==> config.mk <==
export PLATFORM = sky130hd
export DESIGN_NAME = mux4_scan_ctrl_flat
export DESIGN_NICKNAME = d
export VERILOG_FILES = /design/src/rtl/mux4_scan_pkg.sv /design/src/rtl/mux4_scan_ctrl_if.sv /design/src/rtl/mux4_scan_next_chan.sv /design/src/rtl/mux4_scan_ctrl.sv /design/src/flat_wrapper.sv
export SDC_FILE = /design/constraint.sdc
export NUM_CORES = 1
export LEC_CHECK = 0
export BUFFER_PORTS_ARGS = -buffer_cell sky130_fd_sc_hd__buf_2
export CORE_MARGIN = 2
export CORE_UTILIZATION = 31
export DETAILED_ROUTE_END_ITERATION = 16
export MAX_ROUTING_LAYER = met4
export PLACE_DENSITY = 0.53
export SYNTH_ARGS = -nofsm -noshare
export SYNTH_HDL_FRONTEND = slang
export SYNTH_SLANG_ARGS = --single-unit
==> constraint.sdc <==
create_clock -name clk -period 2.31 [get_ports clk]
set_input_delay 0.3465 -clock clk [delete_from_list [all_inputs] [get_ports clk]]
set_output_delay 0.3465 -clock clk [all_outputs]
set_load 0.01 [all_outputs]
==> src/rtl/mux4_scan_pkg.sv <==
// Shared types and constants for the mux4 scan sequencer.
//   state_e     : FSM state encoding (IDLE, SETTLE, SAMPLE)
//   chan_t      : 2-bit mux select / channel index
//   CH_A..CH_D  : channel select codes, {S1,S0}
//   lowest_chan : lowest enabled channel of a 4-bit channel mask
package mux4_scan_pkg;

  typedef enum logic [1:0] {
    IDLE   = 2'b00,
    SETTLE = 2'b01,
    SAMPLE = 2'b10
  } state_e;

  typedef logic [1:0] chan_t;

  localparam chan_t CH_A = 2'b00;
  localparam chan_t CH_B = 2'b01;
  localparam chan_t CH_C = 2'b10;
  localparam chan_t CH_D = 2'b11;

  // Returns CH_A for an empty mask; callers never start a scan with one.
  function automatic chan_t lowest_chan(input logic [3:0] mask);
    chan_t c;
    c = CH_A;
    // Descending walk so the lowest set bit is the last one written.
    for (int i = 3; i >= 0; i--) begin
      if (mask[i]) begin
        c = chan_t'(i);
      end
    end
    return c;
  endfunction

endpackage

==> src/rtl/mux4_scan_ctrl_if.sv <==
// Bundle of the sequencer's control, data and status signals.
//   start, stop, continuous, chan_mask, dwell : scan control from the host
//   mux_out                                   : output of the downstream 4:1 mux
//   S0, S1                                    : mux select to the downstream mux
//   sample, sample_valid, busy                : frame result and status
// master: host/mux side.  slave: the sequencer.
interface mux4_scan_ctrl_if #(
  parameter int unsigned DWELL_W = 4
);

  logic               start;
  logic               stop;
  logic               continuous;
  logic [3:0]         chan_mask;
  logic [DWELL_W-1:0] dwell;
  logic               mux_out;
  logic               S0;
  logic               S1;
  logic [3:0]         sample;
  logic               sample_valid;
  logic               busy;

  modport master (
    output start, stop, continuous, chan_mask, dwell, mux_out,
    input  S0, S1, sample, sample_valid, busy
  );

  modport slave (
    input  start, stop, continuous, chan_mask, dwell, mux_out,
    output S0, S1, sample, sample_valid, busy
  );

endinterface

==> src/rtl/mux4_scan_next_chan.sv <==
// Combinational channel walker for the scan sequencer.
//   mask       : latched channel-enable mask (bit0=A .. bit3=D)
//   cur        : channel currently being scanned
//   next_chan  : next enabled channel above cur (no wrap; holds cur when none)
//   last       : no enabled channel above cur
//   first_chan : lowest enabled channel of mask
module mux4_scan_next_chan
  import mux4_scan_pkg::*;
(
  input  logic [3:0] mask,
  input  chan_t      cur,
  output chan_t      next_chan,
  output logic       last,
  output chan_t      first_chan
);

  always_comb begin
    next_chan = cur;
    last      = 1'b1;
    // Descending walk: the closest enabled channel above cur is written last.
    for (int i = 3; i >= 0; i--) begin
      if (mask[i] && (i > int'(cur))) begin
        next_chan = chan_t'(i);
        last      = 1'b0;
      end
    end
  end

  assign first_chan = lowest_chan(mask);

endmodule

==> src/rtl/mux4_scan_ctrl.sv <==
// Scan sequencer for a 4:1 mux built from 2:1 muxes. Steps the mux select through the
// enabled channels, lets each settle for dwell cycles, samples mux_out for one cycle,
// and publishes each completed 4-bit frame with a one-cycle valid strobe.
//   clk : system clock, rising edge
//   rst : asynchronous active-high reset
//   bus : slave side of mux4_scan_ctrl_if (control in, mux_out in, select/frame/status out)
module mux4_scan_ctrl
  import mux4_scan_pkg::*;
#(
  parameter int unsigned DWELL_W = 4
) (
  input logic             clk,
  input logic             rst,
  mux4_scan_ctrl_if.slave bus
);

  state_e             state_q, state_d;
  chan_t              chan_q, chan_d;
  logic [DWELL_W-1:0] cnt_q, cnt_d;
  logic [DWELL_W-1:0] dwell_q, dwell_d;
  logic [3:0]         mask_q, mask_d;
  logic               cont_q, cont_d;
  logic [3:0]         shadow_q, shadow_d;
  logic [3:0]         sample_q, sample_d;
  logic               valid_q, valid_d;

  chan_t              next_chan;
  chan_t              first_chan;
  logic               last_chan;
  logic [3:0]         frame;

  mux4_scan_next_chan u_next_chan (
    .mask       (mask_q),
    .cur        (chan_q),
    .next_chan  (next_chan),
    .last       (last_chan),
    .first_chan (first_chan)
  );

  always_comb begin
    state_d  = state_q;
    chan_d   = chan_q;
    cnt_d    = cnt_q;
    dwell_d  = dwell_q;
    mask_d   = mask_q;
    cont_d   = cont_q;
    shadow_d = shadow_q;
    sample_d = sample_q;
    valid_d  = 1'b0;
    frame    = shadow_q;

    unique case (state_q)
      IDLE: begin
        chan_d = CH_A;
        // stop beats start; an empty mask never leaves IDLE.
        if (bus.start && !bus.stop && (bus.chan_mask != 4'b0000)) begin
          state_d  = SETTLE;
          mask_d   = bus.chan_mask;
          dwell_d  = (bus.dwell == '0) ? DWELL_W'(1) : bus.dwell;
          cont_d   = bus.continuous;
          shadow_d = 4'b0000;
          chan_d   = lowest_chan(bus.chan_mask);
          cnt_d    = '0;
        end
      end

      SETTLE: begin
        if (bus.stop) begin
          state_d = IDLE;
          chan_d  = CH_A;
        end else if (cnt_q == dwell_q - DWELL_W'(1)) begin
          state_d = SAMPLE;
        end else begin
          cnt_d = cnt_q + DWELL_W'(1);
        end
      end

      SAMPLE: begin
        if (bus.stop) begin
          // Aborted frame: nothing captured, published sample left alone.
          state_d = IDLE;
          chan_d  = CH_A;
        end else begin
          frame         = shadow_q;
          frame[chan_q] = bus.mux_out;
          shadow_d      = frame;
          cnt_d         = '0;
          if (!last_chan) begin
            chan_d  = next_chan;
            state_d = SETTLE;
          end else begin
            sample_d = frame;
            valid_d  = 1'b1;
            if (cont_q) begin
              // Back-to-back frames with no idle gap.
              shadow_d = 4'b0000;
              chan_d   = first_chan;
              state_d  = SETTLE;
            end else begin
              chan_d  = CH_A;
              state_d = IDLE;
            end
          end
        end
      end

      default: begin
        state_d = IDLE;
        chan_d  = CH_A;
      end
    endcase
  end

  always_ff @(posedge clk or posedge rst) begin
    if (rst) begin
      state_q  <= IDLE;
      chan_q   <= CH_A;
      cnt_q    <= '0;
      dwell_q  <= DWELL_W'(1);
      mask_q   <= 4'b0000;
      cont_q   <= 1'b0;
      shadow_q <= 4'b0000;
      sample_q <= 4'b0000;
      valid_q  <= 1'b0;
    end else begin
      state_q  <= state_d;
      chan_q   <= chan_d;
      cnt_q    <= cnt_d;
      dwell_q  <= dwell_d;
      mask_q   <= mask_d;
      cont_q   <= cont_d;
      shadow_q <= shadow_d;
      sample_q <= sample_d;
      valid_q  <= valid_d;
    end
  end

  // chan_q is forced to CH_A whenever the FSM is IDLE, so select reads 00 there.
  assign bus.S1           = chan_q[1];
  assign bus.S0           = chan_q[0];
  assign bus.busy         = (state_q != IDLE);
  assign bus.sample       = sample_q;
  assign bus.sample_valid = valid_q;

endmodule

==> src/flat_wrapper.sv <==
// flat-port wrapper written by rule: the top's interface ports become plain ports
module mux4_scan_ctrl_flat import mux4_scan_pkg::*;
#(
  parameter int unsigned DWELL_W = 4
)
  (clk, rst, bus_start, bus_stop, bus_continuous, bus_chan_mask, bus_dwell, bus_mux_out, bus_S0, bus_S1, bus_sample, bus_sample_valid, bus_busy);
  mux4_scan_ctrl_if #(.DWELL_W(DWELL_W)) bus_i ();
  input logic clk;
  input logic rst;
  input wire logic [$bits(bus_i.start)-1:0] bus_start;
  input wire logic [$bits(bus_i.stop)-1:0] bus_stop;
  input wire logic [$bits(bus_i.continuous)-1:0] bus_continuous;
  input wire logic [$bits(bus_i.chan_mask)-1:0] bus_chan_mask;
  input wire logic [$bits(bus_i.dwell)-1:0] bus_dwell;
  input wire logic [$bits(bus_i.mux_out)-1:0] bus_mux_out;
  output wire logic [$bits(bus_i.S0)-1:0] bus_S0;
  output wire logic [$bits(bus_i.S1)-1:0] bus_S1;
  output wire logic [$bits(bus_i.sample)-1:0] bus_sample;
  output wire logic [$bits(bus_i.sample_valid)-1:0] bus_sample_valid;
  output wire logic [$bits(bus_i.busy)-1:0] bus_busy;
  assign bus_i.start = bus_start;
  assign bus_i.stop = bus_stop;
  assign bus_i.continuous = bus_continuous;
  assign bus_i.chan_mask = bus_chan_mask;
  assign bus_i.dwell = bus_dwell;
  assign bus_i.mux_out = bus_mux_out;
  assign bus_S0 = bus_i.S0;
  assign bus_S1 = bus_i.S1;
  assign bus_sample = bus_i.sample;
  assign bus_sample_valid = bus_i.sample_valid;
  assign bus_busy = bus_i.busy;
  mux4_scan_ctrl #(.DWELL_W(DWELL_W)) u_core (.clk(clk), .rst(rst), .bus(bus_i));
endmodule
==> impl_metrics.py, run 1 <==
metrics = {
    "outcome": {
        "status": "completed",
    },
    "critical_path": {
        "cp_cell_sequence": "inv_1 > ha_1 > xor2_1 > xnor2_1 > nand4_1 > nand3_1 > mux2i_1",
        "critical-path-slowest-cell": "dfstp_2",
        "max_stage_delay_ps": 560,
        "reg2reg_slack_ps": 470,
        "crit_required_ps": 2510,
        "worstSetupPathType": "reg2reg",
        "rr_startpoint": "u_core.dwell_q[0]",
        "start_kind": "flop",
        "r2r-end": "u_core.cnt_q[2]",
        "worstRegToRegCells": 7,
        "worstPathMaxFanout": 6,
        "cp_data_arrival_time_ps": 2040,
        "critPathCaptureType": "flop",
    },
    "global_route": {
        "grt_max_degree": 27,
        "grt_pass1_vias": 1100,
        "antenna_found_initial": 0,
        "grt_use_total_pct": 12.84,
        "overflow": 0,
        "grt_pass1_wl_um": 4933,
    },
    "yosys": {
        "synth_top_area_cell": "dfrtp_1",
        "synth_top_area_share_pct": 44.17,
        "synth_ff_type": "dfrtp_1",
        "synthTopCellsByArea": "dfrtp_1, mux2_2, mux2_4",
        "yosysUniqueCellTypes": 40,
        "async_reset_ff_share_pct": 100.0,
        "netlist_area_um2": 1416,
        "synth.avg_cell_area_um2": 10.34,
        "syn-instance-count": 137,
        "syn_nets": 153,
        "ys_warn_count": 0,
        "seq_area_frac_synth_pct": 46.02,
        "synth_edf_count": 0,
        "ys_seq_elements": 26,
    },
    "placed_design": {
        "place_congestion": 0.7789,
        "io_buffers": 21,
        "dp_hpwl_um": 2203,
        "pre_cts_slack_ps": 456.3,
    },
    "route": {
        "drt-wirelength-per-cell_um": 13.77,
        "finalWirelength_um": 2947,
        "drtPass1Iterations": 4,
        "drt_iter0_markers": 67,
        "via_count": 1106,
        "vias_per_cell": 5.168,
        "ant_nets": 0,
        "drc": 0,
    },
    "cts": {
        "cts_root_buffer": "clkbuf_8",
        "clk_transition_reported_paths_ps": 100,
        "cts_hold_buf": 0,
        "clock_path_buffers": 2,
        "cts_resized": 0,
        "cts_setup_buffers": 0,
        "numClockSinks": 26,
        "cts_htree_levels": 1,
        "cts_tree": "done",
        "numCtsBuffers": 3,
        "clk_latency_ps": 280,
    },
    "timing": {
        "final_hold_viol_count": 0,
        "fin_crit_sh_pct": 79.73,
        "rsz0062_at_grt": "no",
        "tns_ps": 0,
        "slew_viol_final": 0,
        "worst_slew_pin_slew_ps": 527.7,
        "slew_headroom_pct": 64.56,
        "fmax_mhz": 543.0,
        "setup_violations": 0,
        "fin_skew_ps": 9.355,
        "setup_ws_ps": 468.3,
        "min_period_ps": 1842,
    },
    "floorplanning": {
        "core_um2": 4384,
        "die_y_um": 71.60,
        "start_util_pct": 32.31,
        "rows": 24,
        "die_w_um": 71.60,
        "die_area_um2": 5126,
        "io_pins": 22,
    },
    "pwr": {
        "switching_share_pct": 33.72,
        "power_frac_seq_pct": 44.3,
        "p_leak_nw": 0.8058,
        "p_clk_share_pct": 24.3,
        "p_sw_mw": 0.5314,
        "power_frac_comb_pct": 31.4,
        "p_int_mw": 1.045,
        "p_per_area_nw_per_um2": 951.4,
        "peakVddDrop_mv": 0.4979,
    },
    "run": {
        "cap_violations": 0,
    },
    "cells_and_area": {
        "fin_nets": 179,
        "layout-drive-gt1-share_pct": 27.78,
        "seqCellArea_um2": 651.9,
        "num-fill-cells": 450,
        "fin_util_pct": 37.79,
        "multi_input_area_um2": 706.9,
        "antennaDiodeCount": 0,
        "area_delta_synth_final_pct": 16.96,
    },
    "min_path": {
        "hp-class": "in2async",
    },
}
[layout by cell type, fill, tap and decap left out, types with 5 or more instances in the layout]
master,instances
a21oi_1,5
buf_2,21
dfrtp_1,25
inv_1,10
mux2_2,6
nand2_1,15
nand3_1,7
nor2_1,7
o21ai_0,8
[cell families (layout without fill, tap and decap cells)]
kind of cell	Yosys count	after routing	synth area share [%]
AOI/OAI and AO/OA	30	30	15.64
xor gates and xnor gates	6	6	3.710
adders and majority gates	2	2	1.767
buffers and inverters	13	38	4.063
DFF	26	26	46.03
muxes	14	14	11.84
and+or+nand+nor	46	46	16.96
[registers in the layout, indices dropped and copies added (netlist names)]
name and cells:
u_core.chan_q 2, u_core.cont_q 1, u_core.shadow_q 4, u_core.bus.sample_valid 1, u_core.bus.sample 4, u_core.cnt_q 4
u_core.state_q 2, u_core.mask_q 4, u_core.dwell_q 4
[metal layers]
layer  wire, µm  track usage [%]
met5          0                -
met2       1430            20.16
met4         57            5.870
met1       1289            15.18
met3        169            3.797
[area by class of cell]
| class | count | share of cell area, % |
|---|---|---|
| clock buffer | 3 | 2.492 |
| clock inverter | 1 | 1.813 |
| inverter | 11 | 2.492 |
| multi-input combinational | 98 | 42.67 |
| sequential | 26 | 39.35 |
| tap | 52 | 3.927 |
| timing repair buffer | 23 | 7.251 |
[power by group through the flow]
| stage | Combinational, mW | Sequential [mW] | Clock (mW) |
|---|---|---|---|
| finish | 0.494 | 0.699 | 0.383 |
| global route | 0.560 | 0.714 | 0.420 |
| CTS | 0.500 | 0.697 | 0.396 |
| detailed placement | 0.499 | 0.704 | 0 |
| global placement | 0.484 | 0.704 | 0 |
| floorplan | 0.397 | 0.674 | 0 |
[worst max-delay path by stage]
| stage | start | endpoint | slack [ps] |
|---|---|---|---|
| after global placement | u_core.dwell_q[0] | u_core.cnt_q[2] | 540 |
| after global routing | u_core.dwell_q[0] | u_core.cnt_q[2] | 320 |
| after CTS | u_core.dwell_q[0] | u_core.cnt_q[2] | 440 |
| after detailed placement | u_core.dwell_q[0] | u_core.cnt_q[2] | 460 |
| final | u_core.dwell_q[0] | u_core.cnt_q[2] | 470 |
| after floorplan | u_core.dwell_q[0] | u_core.cnt_q[0] | 630 |
[worst max-delay path, delay by kind of cell, from the launching register on]
| kind | cells | cell delay [ps] |
|---|---|---|
| xor gates and xnor gates | 2 | 290 |
| adders and majority gates | 1 | 190 |
| buffers and inverters | 1 | 50 |
| DFF | 1 | 560 |
| muxes | 1 | 190 |
| and+or+nand+nor | 2 | 470 |
[synthesized netlist by cell type, types with 2 or more instances]
cell	number
nand3_1	7
nor2_1	7
nor2b_1	3
nand4_1	2
a31oi_1	2
a22o_1	2
o21ai_0	8
xor2_1	4
mux2i_1	4
dfrtp_1	25
a21o_1	2
xnor2_1	2
ha_1	2
o21ai_1	2
nand2_1	15
mux2_2	6
mux2_4	4
nor3b_1	3
nor3_1	3
a21oi_1	5
inv_1	10
[per-stage QoR]
| stage | hold WS [ps] | cells | power [mW] | cell area [µm²] |
|---|---|---|---|---|
| 2_1_floorplan | 385.8 | 137 | 1.070 | 1416 |
| 5_1_grt | 112.7 | 214 | 1.694 | 1657 |
| 4_1_cts | 113.5 | 214 | 1.593 | 1657 |
| 6_report | 105.2 | 214 | 1.576 | 1657 |
| 3_3_place_gp | 424.5 | 210 | 1.188 | 1585 |
| 3_5_place_dp | 426.3 | 210 | 1.203 | 1585 |
(Power assumes the default switching activity.)
==> inputs of run 2 (changes only) <==
Settings changed: PLACE_DENSITY 0.53 to 0.55.
Clock period 2.31 ns to 1.5 ns, I/O delays scaled along.
==> impl_metrics.py, run 2 (synthesized netlist as in run 1, its figures left out) <==
metrics = {
    "cells_and_area": {
        "layout-drive-gt1-share_pct": 41.27,
        "area_delta_synth_final_pct": 34.81,
        "fin_util_pct": 43.55,
        "layout_common_cells": "buf_4, dfrtp_1, buf_2, nand2_1, inv_1",
        "fin_area_um2": 1909,
        "fin_nets": 206,
        "antennaDiodeCount": 0,
        "final_common_cell": "buf_4",
    },
    "timing": {
        "fin_skew_ps": 1.288,
        "fmax_mhz": 594.7,
        "fin_crit_sh_pct": 112.1,
        "rsz0062_at_grt": "yes",
        "slew_viol_final": 0,
        "worst_slew_pin_slew_ps": 384.3,
        "slew_headroom_pct": 74.29,
        "setup_ws_ps": -181.4,
        "final_hold_viol_count": 0,
        "setup_violations": 6,
        "fin_hold_ws_ps": 189.5,
        "min_period_ps": 1681,
    },
    "placed_design": {
        "pre_cts_slack_ps": -256.8,
        "dp_hpwl_um": 2371,
        "place_congestion": 0.8071,
        "place_area_um2": 1733,
        "io_buffers": 21,
    },
    "critical_path": {
        "setup.worst_path.start": "u_core.dwell_q[0]",
        "worstPathMaxFanout": 4,
        "crit_required_ps": 1660,
        "cp_data_arrival_time_ps": 1840,
        "worstRegToRegCells": 8,
        "start_kind": "flop",
        "reg2reg_slack_ps": -180,
        "endpoint": "u_core.cnt_q[0]",
        "r2r-end": "u_core.cnt_q[0]",
        "worstSetupPathType": "reg2reg",
        "critPathCaptureType": "flop",
        "rr_startpoint": "u_core.dwell_q[0]",
    },
    "cts": {
        "clk_latency_ps": 270,
        "clock_path_buffers": 2,
        "numCtsBuffers": 3,
        "numClockSinks": 26,
        "cts_root_buffer": "clkbuf_8",
        "cts_htree_levels": 1,
        "cts_tree": "done",
        "clk_transition_reported_paths_ps": 90,
    },
    "route": {
        "drtPass1Iterations": 4,
        "wl_met2_um": 1584,
        "vias_per_cell": 4.822,
        "met3_length_um": 115,
        "ant_nets": 0,
        "drt-wirelength-per-cell_um": 13.07,
        "routed.top_layer": "met4",
        "finalWirelength_um": 3149,
        "drc": 0,
        "wl_met1_um": 1430,
        "via_count": 1162,
        "drt_iter0_markers": 50,
    },
    "global_route": {
        "grt_pass1_vias": 1236,
        "grt_use_total_pct": 13.90,
        "antenna_found_initial": 0,
        "overflow": 0,
        "grt_pass1_wl_um": 5520,
        "grt_max_degree": 27,
    },
    "run": {
        "cap_violations": 0,
    },
    "outcome": {
        "violations": "negative setup slack",
        "status": "finished, violations left",
    },
    "floorplanning": {
        "io_pins": 22,
        "core_um2": 4384,
        "die_w_um": 71.60,
        "die_y_um": 71.60,
        "die_area_um2": 5126,
        "start_util_pct": 32.31,
        "rows": 24,
    },
    "pwr": {
        "p_leak_nw": 0.9439,
        "p_per_area_nw_per_um2": 1396,
        "peakVddDrop_mv": 0.4234,
    },
    "min_path": {
        "hp-class": "in2reg",
    },
}
## run 2: changes by cell type in the layout (fill, tap and decap cells not counted), sizes merged
cell         before  now
buf              23   49
dlygate4sd3       0    1
bufinv            1    0
clkbuf            3    4
## run 2: power breakdown
part           internal, mW  switching (mW)  leakage [nW]
sequential            0.870           0.151         0.337
combinational         0.655           0.536         0.579
clock                 0.234           0.218        0.0288
## run 2: timing repair
item | in CTS | in global routing
buffers inserted | 5 | 3
pin swaps | 2 | 2
endpoints found under the hold margin | 1 | 0
resized for setup | 5 | 7
hold buffers | 1 | 0
setup endpoints to repair | 18 | 16
## run 2: worst min path at each step
stage	startpoint	endpoint	depth (start not counted)
after detailed placement	rst	u_core.bus.sample[1]	3
after CTS	bus_dwell[1]	u_core.dwell_q[1]	3
after floorplan	rst	u_core.bus.sample[0]	1
after global placement	rst	u_core.dwell_q[3]	3
after global routing	bus_continuous	u_core.cont_q	2
final	bus_continuous	u_core.cont_q	2
## run 2: area by class of cell
cell class,count,area [µm²]
fill,420,2475
multi-input combinational,98,752.0
sequential,26,653.1
timing repair buffer,50,342.8
tap,52,65.06
clock buffer,4,55.05
inverter,11,41.29
## run 2: worst max-delay path, cell delays in order, from the launching register on
cell	delay, ps
dfstp_2	550
inv_2	50
ha_4	150
xor2_2	140
xnor2_1	140
nand4_1	110
buf_4	170
mux2i_1	110
nand3b_1	150
## run 2: routing by layer
metal  global-route usage, %  vias to the layer above
li1                        -                      587
met1                   18.00                      552
met2                   22.74                       21
met3                   2.110                        2
met4                   3.774                        0
met5                       -                        -
## run 2: through the flow
stage                     TNS (ps)  cells  power (mW)
final                       -711.4    241       2.665
after global placement       -2040    228       2.045
after detailed placement     -2759    228       2.084
after CTS                   -724.8    238       2.639
after global routing         -1336    241       2.853
after floorplan             -418.8    137       1.674
==> inputs of run 3 (changes only) <==
Settings changed: BUFFER_PORTS_ARGS -buffer_cell sky130_fd_sc_hd__buf_2 to default, CAP_MARGIN from default to 20, CORE_UTILIZATION 31 to 50, DONT_BUFFER_PORTS from default to 1, PLACE_DENSITY 0.55 to 0.72.
==> impl_metrics.py, run 3 (synthesized netlist as in run 1, its figures left out) <==
metrics = {
    "timing": {
        "setup_violations": 6,
        "fin_skew_ps": 1.828,
        "rsz0062_at_grt": "yes",
        "min_period_ps": 1723,
        "slew_headroom_pct": 73.88,
        "final_hold_viol_count": 0,
        "worst_slew_pin_slew_ps": 390.4,
        "setup_ws_ps": -222.7,
        "fmax_mhz": 580.5,
        "fin_crit_sh_pct": 114.8,
        "slew_viol_final": 0,
    },
    "global_route": {
        "grt_max_degree": 27,
        "grt_pass1_wl_um": 5202,
        "antenna_found_initial": 0,
        "overflow": 0,
        "grt_pass1_vias": 1139,
        "grt_use_total_pct": 21.50,
    },
    "cells_and_area": {
        "fin_nets": 177,
        "area_delta_synth_final_pct": 19.52,
        "layout-drive-gt1-share_pct": 30.00,
        "layout_common_cells": "dfrtp_1, buf_4, nand2_1, inv_1, o21ai_0",
        "antennaDiodeCount": 0,
        "fin_util_pct": 61.92,
        "fin_area_um2": 1693,
        "final_common_cell": "dfrtp_1",
        "num-fill-cells": 219,
    },
    "run": {
        "cap_violations": 0,
    },
    "floorplanning": {
        "start_util_pct": 51.81,
        "die_area_um2": 3275,
        "rows": 19,
        "die_y_um": 57.23,
        "io_pins": 22,
        "core_um2": 2734,
        "die_w_um": 57.23,
    },
    "placed_design": {
        "io_buffers": 0,
        "place_congestion": 0.8380,
        "dp_hpwl_um": 2168,
        "place_area_um2": 1569,
        "pre_cts_slack_ps": -239.1,
    },
    "critical_path": {
        "worstSetupPathType": "reg2reg",
        "max_stage_delay_ps": 560,
        "start_kind": "flop",
        "cp_data_arrival_time_ps": 1980,
        "crit_required_ps": 1760,
        "critical-path-slowest-cell": "dfstp_2",
        "cp_cell_sequence": "inv_2 > ha_4 > xor2_2 > xnor2_1 > nand4_1 > nand2_1 > mux2i_1",
        "critPathCaptureType": "flop",
        "worstPathMaxFanout": 6,
    },
    "cts": {
        "numCtsBuffers": 3,
        "cts_tree": "done",
        "clk_latency_ps": 320,
        "numClockSinks": 26,
        "cts_htree_levels": 1,
        "clock_path_buffers": 2,
        "cts_root_buffer": "clkbuf_4",
        "clk_transition_reported_paths_ps": 140,
    },
    "route": {
        "finalWirelength_um": 2971,
        "vias_per_cell": 5.848,
        "drt_iter0_markers": 57,
        "ant_nets": 0,
        "drt-wirelength-per-cell_um": 15.55,
        "drc": 0,
        "via_count": 1117,
        "drtPass1Iterations": 4,
    },
    "outcome": {
        "violations": "negative setup slack",
        "status": "finished, violations left",
    },
    "pwr": {
        "peakVddDrop_mv": 1.185,
        "p_per_area_nw_per_um2": 1428,
        "p_leak_nw": 0.7972,
    },
    "min_path": {
        "hp-class": "in2reg",
    },
}
==> run 3: layer usage <==
layer  vias to the layer above  track usage (%)  wire length (µm)
met1                       565            26.64              1312
li1                        530                -                 -
met2                        16            35.47              1555
met4                         0            9.302                40
met3                         6            2.721                63
met5                         -                -                 0
==> run 3: metrics by stage <==
stage                     total power, mW  instances  hold WS, ps  setup TNS [ps]
after floorplan                     1.674        137        264.3          -418.8
after CTS                           2.387        188        3.230           -1160
after global placement              1.917        180        187.5          -647.4
after global routing                2.592        191        1.138           -1974
after detailed placement            1.964        180        194.3           -1040
final                               2.418        191        15.82           -1212
==> run 3: repair_timing <==
item                                    CTS  global route
pin swaps                                 3             4
hold buffers                              3             0
buffers inserted                          1             3
endpoints found under the setup margin    7            13
resized for setup                         3             4
hold endpoints to repair                 28             0
==> run 3: area by class of cell <==
type / count / area (µm²) / area share, %
multi-input cells: 98 / 744.5 / 43.98
repair buffers: 21 / 177.7 / 10.50
flip-flops and latches: 26 / 654.4 / 38.65
inverters: 11 / 41.29 / 2.439
clock buffers: 4 / 36.28 / 2.143
well taps: 31 / 38.79 / 2.291
==> run 3: worst paths after layout <==
| check | startpoint | endpoint | slack, ps | cells past startpoint |
|---|---|---|---|---|
| hold / removal | bus_dwell[1] | u_core.dwell_q[1] | 20 | 2 |
| setup / recovery | u_core.dwell_q[0] | u_core.cnt_q[1] | -220 | 7 |
| setup reg to reg | u_core.dwell_q[0] | u_core.cnt_q[1] | -220 | 7 |
| min in group asynchronous | rst | u_core.bus.sample[3] | 390 | 3 |
| max in group asynchronous | rst | u_core.dwell_q[0] | 820 | 3 |
| hold reg to reg | u_core.shadow_q[3] | u_core.shadow_q[3] | 510 | 2 |
==> run 3: worst max-delay path: cells and delay by family (launching register included) <==
family | cells | cell delay, ps
XOR/XNOR | 2 | 270
adder cells (fa/ha/maj) | 1 | 150
buffers and inverters | 1 | 50
flip-flops | 1 | 560
multiplexers | 1 | 190
AND/OR/NAND/NOR | 2 | 440
==> run 3: where the power goes <==
part / internal (mW) / leakage [nW] / switching (mW)
clock: 0.149 / 0.0210 / 0.212
combinational: 0.537 / 0.441 / 0.447
sequential: 0.871 / 0.335 / 0.202
